## config.mk

```make
export PLATFORM = sky130hd
export DESIGN_NAME = cache_lookup_ctrl_flat
export DESIGN_NICKNAME = d
export VERILOG_FILES = /design/src/rtl/cache_lookup_ctrl_if.sv /design/src/rtl/cache_lookup_ctrl.sv /design/src/flat_wrapper.sv
export SDC_FILE = /design/constraint.sdc
export NUM_CORES = 1
export LEC_CHECK = 0
export CORE_UTILIZATION = 40
export CTS_BUF_LIST = sky130_fd_sc_hd__clkbuf_2
export DETAILED_ROUTE_END_ITERATION = 10
export HOLD_SLACK_MARGIN = 0.03
export PLACE_DENSITY = 0.58
export SYNTH_ARGS = -nofsm -noshare
export SYNTH_HDL_FRONTEND = slang
export SYNTH_SLANG_ARGS = --single-unit
```

## constraint.sdc

```tcl
create_clock -name clk -period 17.9 [get_ports clk]
set_clock_uncertainty 0.15 [all_clocks]
set_input_delay 2.685 -clock clk [delete_from_list [all_inputs] [get_ports clk]]
set_output_delay 2.685 -clock clk [all_outputs]
set_load 0.01 [all_outputs]
```

## src/rtl/cache_lookup_ctrl_if.sv

```systemverilog
// ----------------------------------------------------------------------------
// cache_lookup_ctrl_if
//
// Bundles every non-clock/reset signal of the cache lookup/refill controller:
//   - CPU request channel   : req_valid, req_ready, req_addr
//   - CPU response channel  : resp_valid, resp_ready, resp_hit, resp_way
//   - memory refill channel : mem_req_valid, mem_req_ready, mem_req_addr,
//                             mem_fill_done
//   - tag array ports       : ta_index, ta_tag_in, ta_write_enable,
//                             ta_write_way, ta_tag_out_0..3, ta_valid_bits
//   - statistics            : hit_count, miss_count
//
// Modports:
//   master - the lookup controller (drives index, refill, response, counters)
//   slave  - the surrounding CPU / memory / tag array environment
// ----------------------------------------------------------------------------
interface cache_lookup_ctrl_if #(
    parameter int ADDR_BITS  = 32,
    parameter int INDEX_BITS = 7,
    parameter int TAG_BITS   = 19,
    parameter int CNT_BITS   = 16
);
    // CPU request
    logic                  req_valid;
    logic                  req_ready;
    logic [ADDR_BITS-1:0]  req_addr;

    // CPU response
    logic                  resp_valid;
    logic                  resp_ready;
    logic                  resp_hit;
    logic [1:0]            resp_way;

    // Memory refill
    logic                  mem_req_valid;
    logic                  mem_req_ready;
    logic [ADDR_BITS-1:0]  mem_req_addr;
    logic                  mem_fill_done;

    // Tag array
    logic [INDEX_BITS-1:0] ta_index;
    logic [TAG_BITS-1:0]   ta_tag_in;
    logic                  ta_write_enable;
    logic [1:0]            ta_write_way;
    logic [TAG_BITS-1:0]   ta_tag_out_0;
    logic [TAG_BITS-1:0]   ta_tag_out_1;
    logic [TAG_BITS-1:0]   ta_tag_out_2;
    logic [TAG_BITS-1:0]   ta_tag_out_3;
    logic [3:0]            ta_valid_bits;

    // Statistics
    logic [CNT_BITS-1:0]   hit_count;
    logic [CNT_BITS-1:0]   miss_count;

    modport master (
        input  req_valid, req_addr,
        output req_ready,
        output resp_valid, resp_hit, resp_way,
        input  resp_ready,
        output mem_req_valid, mem_req_addr,
        input  mem_req_ready, mem_fill_done,
        output ta_index, ta_tag_in, ta_write_enable, ta_write_way,
        input  ta_tag_out_0, ta_tag_out_1, ta_tag_out_2, ta_tag_out_3,
        input  ta_valid_bits,
        output hit_count, miss_count
    );

    modport slave (
        output req_valid, req_addr,
        input  req_ready,
        input  resp_valid, resp_hit, resp_way,
        output resp_ready,
        input  mem_req_valid, mem_req_addr,
        output mem_req_ready, mem_fill_done,
        input  ta_index, ta_tag_in, ta_write_enable, ta_write_way,
        output ta_tag_out_0, ta_tag_out_1, ta_tag_out_2, ta_tag_out_3,
        output ta_valid_bits,
        input  hit_count, miss_count
    );
endinterface

```

## src/rtl/cache_lookup_ctrl.sv

```systemverilog
// ----------------------------------------------------------------------------
// cache_lookup_ctrl
//
// Lookup/refill controller in front of a 4-way set-associative tag array.
// Accepts one CPU read at a time, indexes the tag array with the latched set
// index, compares the four returned tags to detect a hit, and on a miss picks
// a victim (first invalid way, otherwise tree pseudo-LRU), requests a line
// refill from memory and writes the new tag into the chosen way.
//
// Ports:
//   clk    - clock, all state changes on the rising edge
//   reset  - asynchronous, active-high reset
//   bus    - cache_lookup_ctrl_if.master: CPU request/response, memory refill
//            handshake, tag array index/write/read ports, hit/miss counters
// ----------------------------------------------------------------------------
module cache_lookup_ctrl #(
    parameter int ADDR_BITS = 32,
    parameter int NUM_SETS  = 128,
    parameter int TAG_BITS  = 19,
    parameter int CNT_BITS  = 16
) (
    input logic                 clk,
    input logic                 reset,
    cache_lookup_ctrl_if.master bus
);

    localparam int INDEX_BITS  = $clog2(NUM_SETS);
    localparam int OFFSET_BITS = ADDR_BITS - TAG_BITS - INDEX_BITS;

    typedef enum logic [2:0] {
        IDLE,
        LOOKUP,
        MISS_REQ,
        MISS_WAIT,
        FILL,
        RESP
    } state_t;

    state_t                state;
    state_t                state_next;

    // Latched request fields; the byte offset is never needed.
    logic [TAG_BITS-1:0]   lat_tag;
    logic [INDEX_BITS-1:0] lat_index;

    // Tree PLRU per set: bit 0 = root (b0), bit 1 = left pair (b1),
    // bit 2 = right pair (b2).
    logic [2:0]            plru [NUM_SETS];
    logic [2:0]            cur_plru;

    logic [1:0]            victim_way;
    logic                  resp_hit_q;
    logic [1:0]            resp_way_q;
    logic [CNT_BITS-1:0]   hit_cnt;
    logic [CNT_BITS-1:0]   miss_cnt;

    logic [TAG_BITS-1:0]   way_tag [4];
    logic [3:0]            hit_vec;
    logic                  any_hit;
    logic [1:0]            hit_way;
    logic [1:0]            lookup_victim;

    logic                  unused_offset;
    assign unused_offset = ^bus.req_addr[OFFSET_BITS-1:0];

    // ------------------------------------------------------------------------
    // PLRU helpers
    // ------------------------------------------------------------------------
    // Victim walks away from the most recently used half / way.
    function automatic logic [1:0] plru_victim(input logic [2:0] bits);
        if (!bits[0]) begin
            plru_victim = bits[1] ? 2'd1 : 2'd0;
        end else begin
            plru_victim = bits[2] ? 2'd3 : 2'd2;
        end
    endfunction

    // Point the tree away from the way just used; the untouched pair bit keeps
    // its history.
    function automatic logic [2:0] plru_touch(input logic [2:0] bits,
                                              input logic [1:0] way);
        plru_touch = bits;
        case (way)
            2'd0:    begin plru_touch[0] = 1'b1; plru_touch[1] = 1'b1; end
            2'd1:    begin plru_touch[0] = 1'b1; plru_touch[1] = 1'b0; end
            2'd2:    begin plru_touch[0] = 1'b0; plru_touch[2] = 1'b1; end
            default: begin plru_touch[0] = 1'b0; plru_touch[2] = 1'b0; end
        endcase
    endfunction

    // ------------------------------------------------------------------------
    // Hit detection and victim selection (combinational from tag array data)
    // ------------------------------------------------------------------------
    assign way_tag[0] = bus.ta_tag_out_0;
    assign way_tag[1] = bus.ta_tag_out_1;
    assign way_tag[2] = bus.ta_tag_out_2;
    assign way_tag[3] = bus.ta_tag_out_3;

    assign cur_plru = plru[lat_index];

    // NOTE: every variable written here gets a default before any condition,
    // otherwise a path that skips the assignment would infer a latch.
    always_comb begin
        hit_vec       = '0;
        hit_way       = 2'd0;
        lookup_victim = plru_victim(cur_plru);
        for (int w = 0; w < 4; w++) begin
            hit_vec[w] = bus.ta_valid_bits[w] && (way_tag[w] == lat_tag);
        end
        // Scan downwards so the lowest-numbered match wins.
        for (int w = 3; w >= 0; w--) begin
            if (hit_vec[w]) begin
                hit_way = 2'(w);
            end
            if (!bus.ta_valid_bits[w]) begin
                lookup_victim = 2'(w);
            end
        end
    end

    assign any_hit = |hit_vec;

    // ------------------------------------------------------------------------
    // FSM: state register
    // ------------------------------------------------------------------------
    // NOTE: sequential state uses non-blocking assignments so every flop
    // samples the values from before the edge, independent of block order.
    always_ff @(posedge clk or posedge reset) begin
        if (reset) begin
            state <= IDLE;
        end else begin
            state <= state_next;
        end
    end

    // ------------------------------------------------------------------------
    // FSM: next-state logic
    // ------------------------------------------------------------------------
    always_comb begin
        state_next = state;
        case (state)
            IDLE:      if (bus.req_valid)     state_next = LOOKUP;
            LOOKUP:    state_next = any_hit ? RESP : MISS_REQ;
            MISS_REQ:  if (bus.mem_req_ready) state_next = MISS_WAIT;
            MISS_WAIT: if (bus.mem_fill_done) state_next = FILL;
            FILL:      state_next = RESP;
            RESP:      if (bus.resp_ready)    state_next = IDLE;
            default:   state_next = IDLE;
        endcase
    end

    // ------------------------------------------------------------------------
    // FSM: outputs
    // ------------------------------------------------------------------------
    always_comb begin
        bus.req_ready       = 1'b0;
        bus.resp_valid      = 1'b0;
        bus.mem_req_valid   = 1'b0;
        bus.ta_write_enable = 1'b0;
        case (state)
            IDLE:     bus.req_ready       = 1'b1;
            MISS_REQ: bus.mem_req_valid   = 1'b1;
            FILL:     bus.ta_write_enable = 1'b1;
            RESP:     bus.resp_valid      = 1'b1;
            default:  ;
        endcase
    end

    // All remaining outputs come straight from registers, so reset clears them
    // without waiting for a clock edge.
    assign bus.ta_index     = lat_index;
    assign bus.ta_tag_in    = lat_tag;
    assign bus.ta_write_way = victim_way;
    assign bus.mem_req_addr = {lat_tag, lat_index, {OFFSET_BITS{1'b0}}};
    assign bus.resp_hit     = resp_hit_q;
    assign bus.resp_way     = resp_way_q;
    assign bus.hit_count    = hit_cnt;
    assign bus.miss_count   = miss_cnt;

    // ------------------------------------------------------------------------
    // Datapath: request latch, victim, response fields, PLRU, counters
    // ------------------------------------------------------------------------
    // NOTE: the PLRU table is built from flops rather than a RAM macro, so it
    // can and must be cleared by reset like any other state.
    always_ff @(posedge clk or posedge reset) begin
        if (reset) begin
            lat_tag    <= '0;
            lat_index  <= '0;
            victim_way <= 2'd0;
            resp_hit_q <= 1'b0;
            resp_way_q <= 2'd0;
            hit_cnt    <= '0;
            miss_cnt   <= '0;
            for (int s = 0; s < NUM_SETS; s++) begin
                plru[s] <= 3'b000;
            end
        end else begin
            case (state)
                IDLE: begin
                    if (bus.req_valid) begin
                        lat_tag   <= bus.req_addr[ADDR_BITS-1 -: TAG_BITS];
                        lat_index <= bus.req_addr[OFFSET_BITS +: INDEX_BITS];
                    end
                end
                LOOKUP: begin
                    if (any_hit) begin
                        resp_hit_q      <= 1'b1;
                        resp_way_q      <= hit_way;
                        plru[lat_index] <= plru_touch(cur_plru, hit_way);
                        if (hit_cnt != '1) begin
                            hit_cnt <= hit_cnt + 1'b1;
                        end
                    end else begin
                        victim_way <= lookup_victim;
                        if (miss_cnt != '1) begin
                            miss_cnt <= miss_cnt + 1'b1;
                        end
                    end
                end
                FILL: begin
                    resp_hit_q      <= 1'b0;
                    resp_way_q      <= victim_way;
                    plru[lat_index] <= plru_touch(cur_plru, victim_way);
                end
                default: ;
            endcase
        end
    end

endmodule

```

## src/flat_wrapper.sv

```systemverilog
// flat-port wrapper written by rule: the top's interface ports become plain ports
module cache_lookup_ctrl_flat 
#(
    parameter int ADDR_BITS = 32,
    parameter int NUM_SETS  = 128,
    parameter int TAG_BITS  = 19,
    parameter int CNT_BITS  = 16
)
  (clk, reset, bus_req_valid, bus_req_addr, bus_req_ready, bus_resp_valid, bus_resp_hit, bus_resp_way, bus_resp_ready, bus_mem_req_valid, bus_mem_req_addr, bus_mem_req_ready, bus_mem_fill_done, bus_ta_index, bus_ta_tag_in, bus_ta_write_enable, bus_ta_write_way, bus_ta_tag_out_0, bus_ta_tag_out_1, bus_ta_tag_out_2, bus_ta_tag_out_3, bus_ta_valid_bits, bus_hit_count, bus_miss_count);
  cache_lookup_ctrl_if #(.ADDR_BITS(ADDR_BITS), .TAG_BITS(TAG_BITS), .CNT_BITS(CNT_BITS)) bus_i ();
  input logic clk;
  input logic reset;
  input wire logic [$bits(bus_i.req_valid)-1:0] bus_req_valid;
  input wire logic [$bits(bus_i.req_addr)-1:0] bus_req_addr;
  output wire logic [$bits(bus_i.req_ready)-1:0] bus_req_ready;
  output wire logic [$bits(bus_i.resp_valid)-1:0] bus_resp_valid;
  output wire logic [$bits(bus_i.resp_hit)-1:0] bus_resp_hit;
  output wire logic [$bits(bus_i.resp_way)-1:0] bus_resp_way;
  input wire logic [$bits(bus_i.resp_ready)-1:0] bus_resp_ready;
  output wire logic [$bits(bus_i.mem_req_valid)-1:0] bus_mem_req_valid;
  output wire logic [$bits(bus_i.mem_req_addr)-1:0] bus_mem_req_addr;
  input wire logic [$bits(bus_i.mem_req_ready)-1:0] bus_mem_req_ready;
  input wire logic [$bits(bus_i.mem_fill_done)-1:0] bus_mem_fill_done;
  output wire logic [$bits(bus_i.ta_index)-1:0] bus_ta_index;
  output wire logic [$bits(bus_i.ta_tag_in)-1:0] bus_ta_tag_in;
  output wire logic [$bits(bus_i.ta_write_enable)-1:0] bus_ta_write_enable;
  output wire logic [$bits(bus_i.ta_write_way)-1:0] bus_ta_write_way;
  input wire logic [$bits(bus_i.ta_tag_out_0)-1:0] bus_ta_tag_out_0;
  input wire logic [$bits(bus_i.ta_tag_out_1)-1:0] bus_ta_tag_out_1;
  input wire logic [$bits(bus_i.ta_tag_out_2)-1:0] bus_ta_tag_out_2;
  input wire logic [$bits(bus_i.ta_tag_out_3)-1:0] bus_ta_tag_out_3;
  input wire logic [$bits(bus_i.ta_valid_bits)-1:0] bus_ta_valid_bits;
  output wire logic [$bits(bus_i.hit_count)-1:0] bus_hit_count;
  output wire logic [$bits(bus_i.miss_count)-1:0] bus_miss_count;
  assign bus_i.req_valid = bus_req_valid;
  assign bus_i.req_addr = bus_req_addr;
  assign bus_req_ready = bus_i.req_ready;
  assign bus_resp_valid = bus_i.resp_valid;
  assign bus_resp_hit = bus_i.resp_hit;
  assign bus_resp_way = bus_i.resp_way;
  assign bus_i.resp_ready = bus_resp_ready;
  assign bus_mem_req_valid = bus_i.mem_req_valid;
  assign bus_mem_req_addr = bus_i.mem_req_addr;
  assign bus_i.mem_req_ready = bus_mem_req_ready;
  assign bus_i.mem_fill_done = bus_mem_fill_done;
  assign bus_ta_index = bus_i.ta_index;
  assign bus_ta_tag_in = bus_i.ta_tag_in;
  assign bus_ta_write_enable = bus_i.ta_write_enable;
  assign bus_ta_write_way = bus_i.ta_write_way;
  assign bus_i.ta_tag_out_0 = bus_ta_tag_out_0;
  assign bus_i.ta_tag_out_1 = bus_ta_tag_out_1;
  assign bus_i.ta_tag_out_2 = bus_ta_tag_out_2;
  assign bus_i.ta_tag_out_3 = bus_ta_tag_out_3;
  assign bus_i.ta_valid_bits = bus_ta_valid_bits;
  assign bus_hit_count = bus_i.hit_count;
  assign bus_miss_count = bus_i.miss_count;
  cache_lookup_ctrl #(.ADDR_BITS(ADDR_BITS), .NUM_SETS(NUM_SETS), .TAG_BITS(TAG_BITS), .CNT_BITS(CNT_BITS)) u_core (.clk(clk), .reset(reset), .bus(bus_i));
endmodule
```

==> flow_metrics.tcl <==
set metrics [dict create \
    fmax_ghz 0.133 \
    cts-root-to-sink-buffers 3 \
    antenna_violating_nets_post_route 0 \
    clk_transition_reported_paths_ns 0.10 \
    synth_cells 2218 \
    holdPathStages 2 \
    htree_num_levels 3 \
    combPwrFrac_pct 41.5 \
    setup_violations 0 \
    route.final.wire_length_um 74300 \
    max_slew.worst_pin.slew_ns 1.34 \
    final.setup.tns_ns 0 \
    post-route-cell-area_um2 25500 \
    drt_iter0_markers 1732 \
    grt_use_total_pct 26.4 \
    pwr_density_cell_nw_per_um2 142 \
    internal_power_mw 1.99 \
    ys_ff_latch 450 \
    maxUsedRoutingLayer "met4" \
    p_sw_mw 1.64 \
    cts_root_buf "sky130_fd_sc_hd__clkbuf_2" \
    grt_pass1_vias 18819 \
    critical_path_arrival_ns 8.33 \
    clkSinkCount 450 \
    antenna_found_initial 1 \
    drt_pass1_iterations 5 \
    post_dp_hpwl_um 46800 \
    reg2regPathDepth 10 \
    gr_overflow_total 0 \
    dp_slack_ns 9.84 \
    unrepaired_setup_endpoints_after_global_routing "false" \
    clk_latency_ns 1.20 \
    async_flop_share_pct 100 \
    cts-hold-fix-buffers 0 \
    route.vias.total 18704 \
    met2_wire_len_um 34500 \
    crit_fanout 42 \
    synth_edf_count 0 \
    cts.repair_timing.setup_buffer_count 0 \
    max_cap_violations 0 \
    syn-mean-instance-area_um2 10.1 \
    relative_area_change_from_synthesis_to_final_layout_pct 14.1 \
    crit_type "in2reg" \
    place.detailed.instances 2996 \
    setup.worst_path.start_class "primary input" \
    m1WireLength_um 29800 \
    detailroute.wirelength.met3_um 6560 \
    hold_removal_path_class "reg2reg" \
    timing.critical_path.slowest_stage_cell "sky130_fd_sc_hd__and3_1" \
    die_x_um 238 \
    switching_share_pct 45.1 \
    grt_start_max_net_pins 178 \
    fin_crit_period_ns 7.52 \
    crit_path_cell_trace "clkdlybuf4s50_1, xor2_1, nor4_1, nand3_1, nor3_2, nor4b_4, o21ai_4, buf_4, and3_1, nand2_1, o21ai_0" \
    dieHeight_um 238 \
    worst_ep_required_time_ns 18.71 \
    ios 217 \
    status "finished, final reports clean" \
    layout-drive-gt1-share_pct 12.8 \
    power.total_mw 3.63 \
    postPlaceCellArea_um2 24500 \
    drc 0 \
    clkPwrFrac_pct 19.2 \
    slew_violations 0 \
    final_net_count 2484 \
    synth-seq-area-share_pct 50.3 \
    cts-buffers-inserted 114 \
    netlist_area_um2 22400 \
    final_cell_count_no_fill 3193 \
    main_flop_type_after_synthesis "sky130_fd_sc_hd__dfrtp_1" \
    pwr-share-seq_pct 39.3 \
    synth_cell_type_count 70 \
    ir_drop_mv 0.129 \
    dieArea_um2 56900 \
    p_leak_nw 11.1 \
    hold_viol_final 0 \
    setup_ws_ns 10.38 \
    grt_pass1_wl_um 114000 \
    worst_setup_path_end_kind "register" \
    cts_tree "built" \
    rows 86 \
    count_of_port_buffers_added_during_placement 204 \
    synth-warning-count 0 \
    core_region_area_um2 55200 \
    post_drt_via_cell_ratio 5.86 \
    rd_place_congestion 0.913 \
    drt-wirelength-per-cell_um 23.3 \
    slew-limit-headroom_pct 11.0 \
    timing.final.crit_share_pct 42.0 \
    post_cts_resized 0 \
    crit_path_max_incr_delay_ns 1.16 \
    floorplan.initialDensity_pct 40.5 \
]
critical path: cells and delay by family:
| kind | cells | cell delay (ns) |
|---|---|---|
| compound gates | 2 | 1.18 |
| xor+xnor | 1 | 0.19 |
| buf+inv | 2 | 1.12 |
| simple gates | 6 | 3.12 |
flip-flops by register name (all words and copies together) (netlist names):
| name | flops |
|---|---|
| u_core.bus.resp_hit | 1 |
| u_core.state | 3 |
| u_core.bus.ta_write_way | 2 |
| u_core.plru | 384 |
| u_core.bus.hit_count | 16 |
| u_core.bus.miss_count | 16 |
| u_core.bus.ta_index | 7 |
| u_core.bus.ta_tag_in | 19 |
| u_core.bus.resp_way | 2 |
power by group through the flow:
stage / clock, mW / combinational (mW) / sequential (mW)
floorplan: 0 / 1.06 / 1.32
global placement: 0 / 1.46 / 1.43
detailed placement: 0 / 1.48 / 1.44
CTS: 0.720 / 1.48 / 1.42
global route: 0.776 / 1.59 / 1.45
finish: 0.698 / 1.51 / 1.43
final cells by class:
| type | instances | area (um^2) |
|---|---|---|
| Timing Repair Buffer | 237 | 2330 |
| Multi-Input combinational cell | 1542 | 9930 |
| Clock buffer | 169 | 846 |
| Tap cell | 748 | 936 |
| Antenna cell | 1 | 2.50 |
| Fill cell | 5302 | 29700 |
| Sequential cell | 450 | 11300 |
| Clock inverter | 27 | 143 |
| Inverter | 19 | 78.8 |
logic make-up after synthesis:
logic type | after synthesis | synth area share (%)
adders and majority gates | 2 | 0.112
DFF | 450 | 50.3
AOI/OAI and AO/OA | 693 | 16.6
muxes | 135 | 10.2
buffers and inverters | 231 | 5.67
xor gates and xnor gates | 106 | 4.15
and+or+nand+nor | 600 | 12.9
other | 1 | 0.0168
per-layer routing:
metal | up-vias | GRT usage [%]
li1 | 8316 | -
met1 | 9304 | 33.1
met2 | 892 | 42.1
met3 | 192 | 6.48
met4 | 0 | 14.3
met5 | - | 0
cells in the mapped netlist (all sizes together) (19+ instances only):
library cell / instances / share of area (%)
a221oi: 19 / 0.74
a22oi: 24 / 0.81
buf: 128 / 3.9
clkbuf: 84 / 1.4
dfrtp: 450 / 50
mux2: 40 / 2.0
mux2i: 32 / 1.4
mux4: 63 / 6.8
nand2: 312 / 5.2
nand3: 37 / 0.83
nand4: 88 / 2.5
nor2: 54 / 0.92
nor3: 23 / 0.68
nor4: 21 / 0.62
o21ai: 598 / 13
xnor2: 43 / 1.7
xor2: 63 / 2.5
through the flow:
step	util (%)	hold WS, ns
CTS	46.2	0.337
global route	46.2	0.365
detailed placement	44.5	0.317
finish	46.2	0.332
global placement	44.5	0.304
floorplan	-	0.292
placed cells by master (no fill, tap or decap), types with 6 or more instances in the layout:
master / count
sky130_fd_sc_hd__dfrtp_1: 447
sky130_fd_sc_hd__o21ai_0: 414
sky130_fd_sc_hd__nand2_1: 311
sky130_fd_sc_hd__clkdlybuf4s50_1: 204
sky130_fd_sc_hd__o21ai_1: 182
sky130_fd_sc_hd__clkbuf_2: 169
sky130_fd_sc_hd__nand4_1: 87
sky130_fd_sc_hd__xor2_1: 63
sky130_fd_sc_hd__nor2_1: 51
sky130_fd_sc_hd__xnor2_1: 43
sky130_fd_sc_hd__mux4_2: 38
sky130_fd_sc_hd__mux2_2: 36
sky130_fd_sc_hd__nand3_1: 33
sky130_fd_sc_hd__mux2i_1: 32
sky130_fd_sc_hd__buf_4: 30
sky130_fd_sc_hd__a22oi_1: 24
sky130_fd_sc_hd__mux4_1: 24
sky130_fd_sc_hd__nor4_1: 20
sky130_fd_sc_hd__clkinv_1: 20
sky130_fd_sc_hd__a221oi_1: 19
sky130_fd_sc_hd__nor3_1: 18
sky130_fd_sc_hd__and3_1: 17
sky130_fd_sc_hd__inv_1: 16
sky130_fd_sc_hd__a21oi_1: 15
sky130_fd_sc_hd__nand2b_1: 10
sky130_fd_sc_hd__nor2b_1: 8
sky130_fd_sc_hd__nand3b_1: 7
sky130_fd_sc_hd__a22o_1: 7
sky130_fd_sc_hd__a31oi_1: 6
sky130_fd_sc_hd__conb_1: 6
path summary, 6_finish.rpt:
kind | startpoint | end | slack [ns]
worst max register to register | u_core.bus.ta_tag_in[2] | u_core.plru[144] | 11.77
min in group asynchronous | reset | u_core.bus.hit_count[6] | 1.92
max in group asynchronous | reset | u_core.plru[59] | 14.05
worst max-delay path | bus_ta_tag_out_3[2] | u_core.plru[144] | 10.38
worst min-delay path | u_core.plru[153] | u_core.plru[153] | 0.33
worst min register to register | u_core.plru[153] | u_core.plru[153] | 0.33
Power figures use the tool's default switching activity.
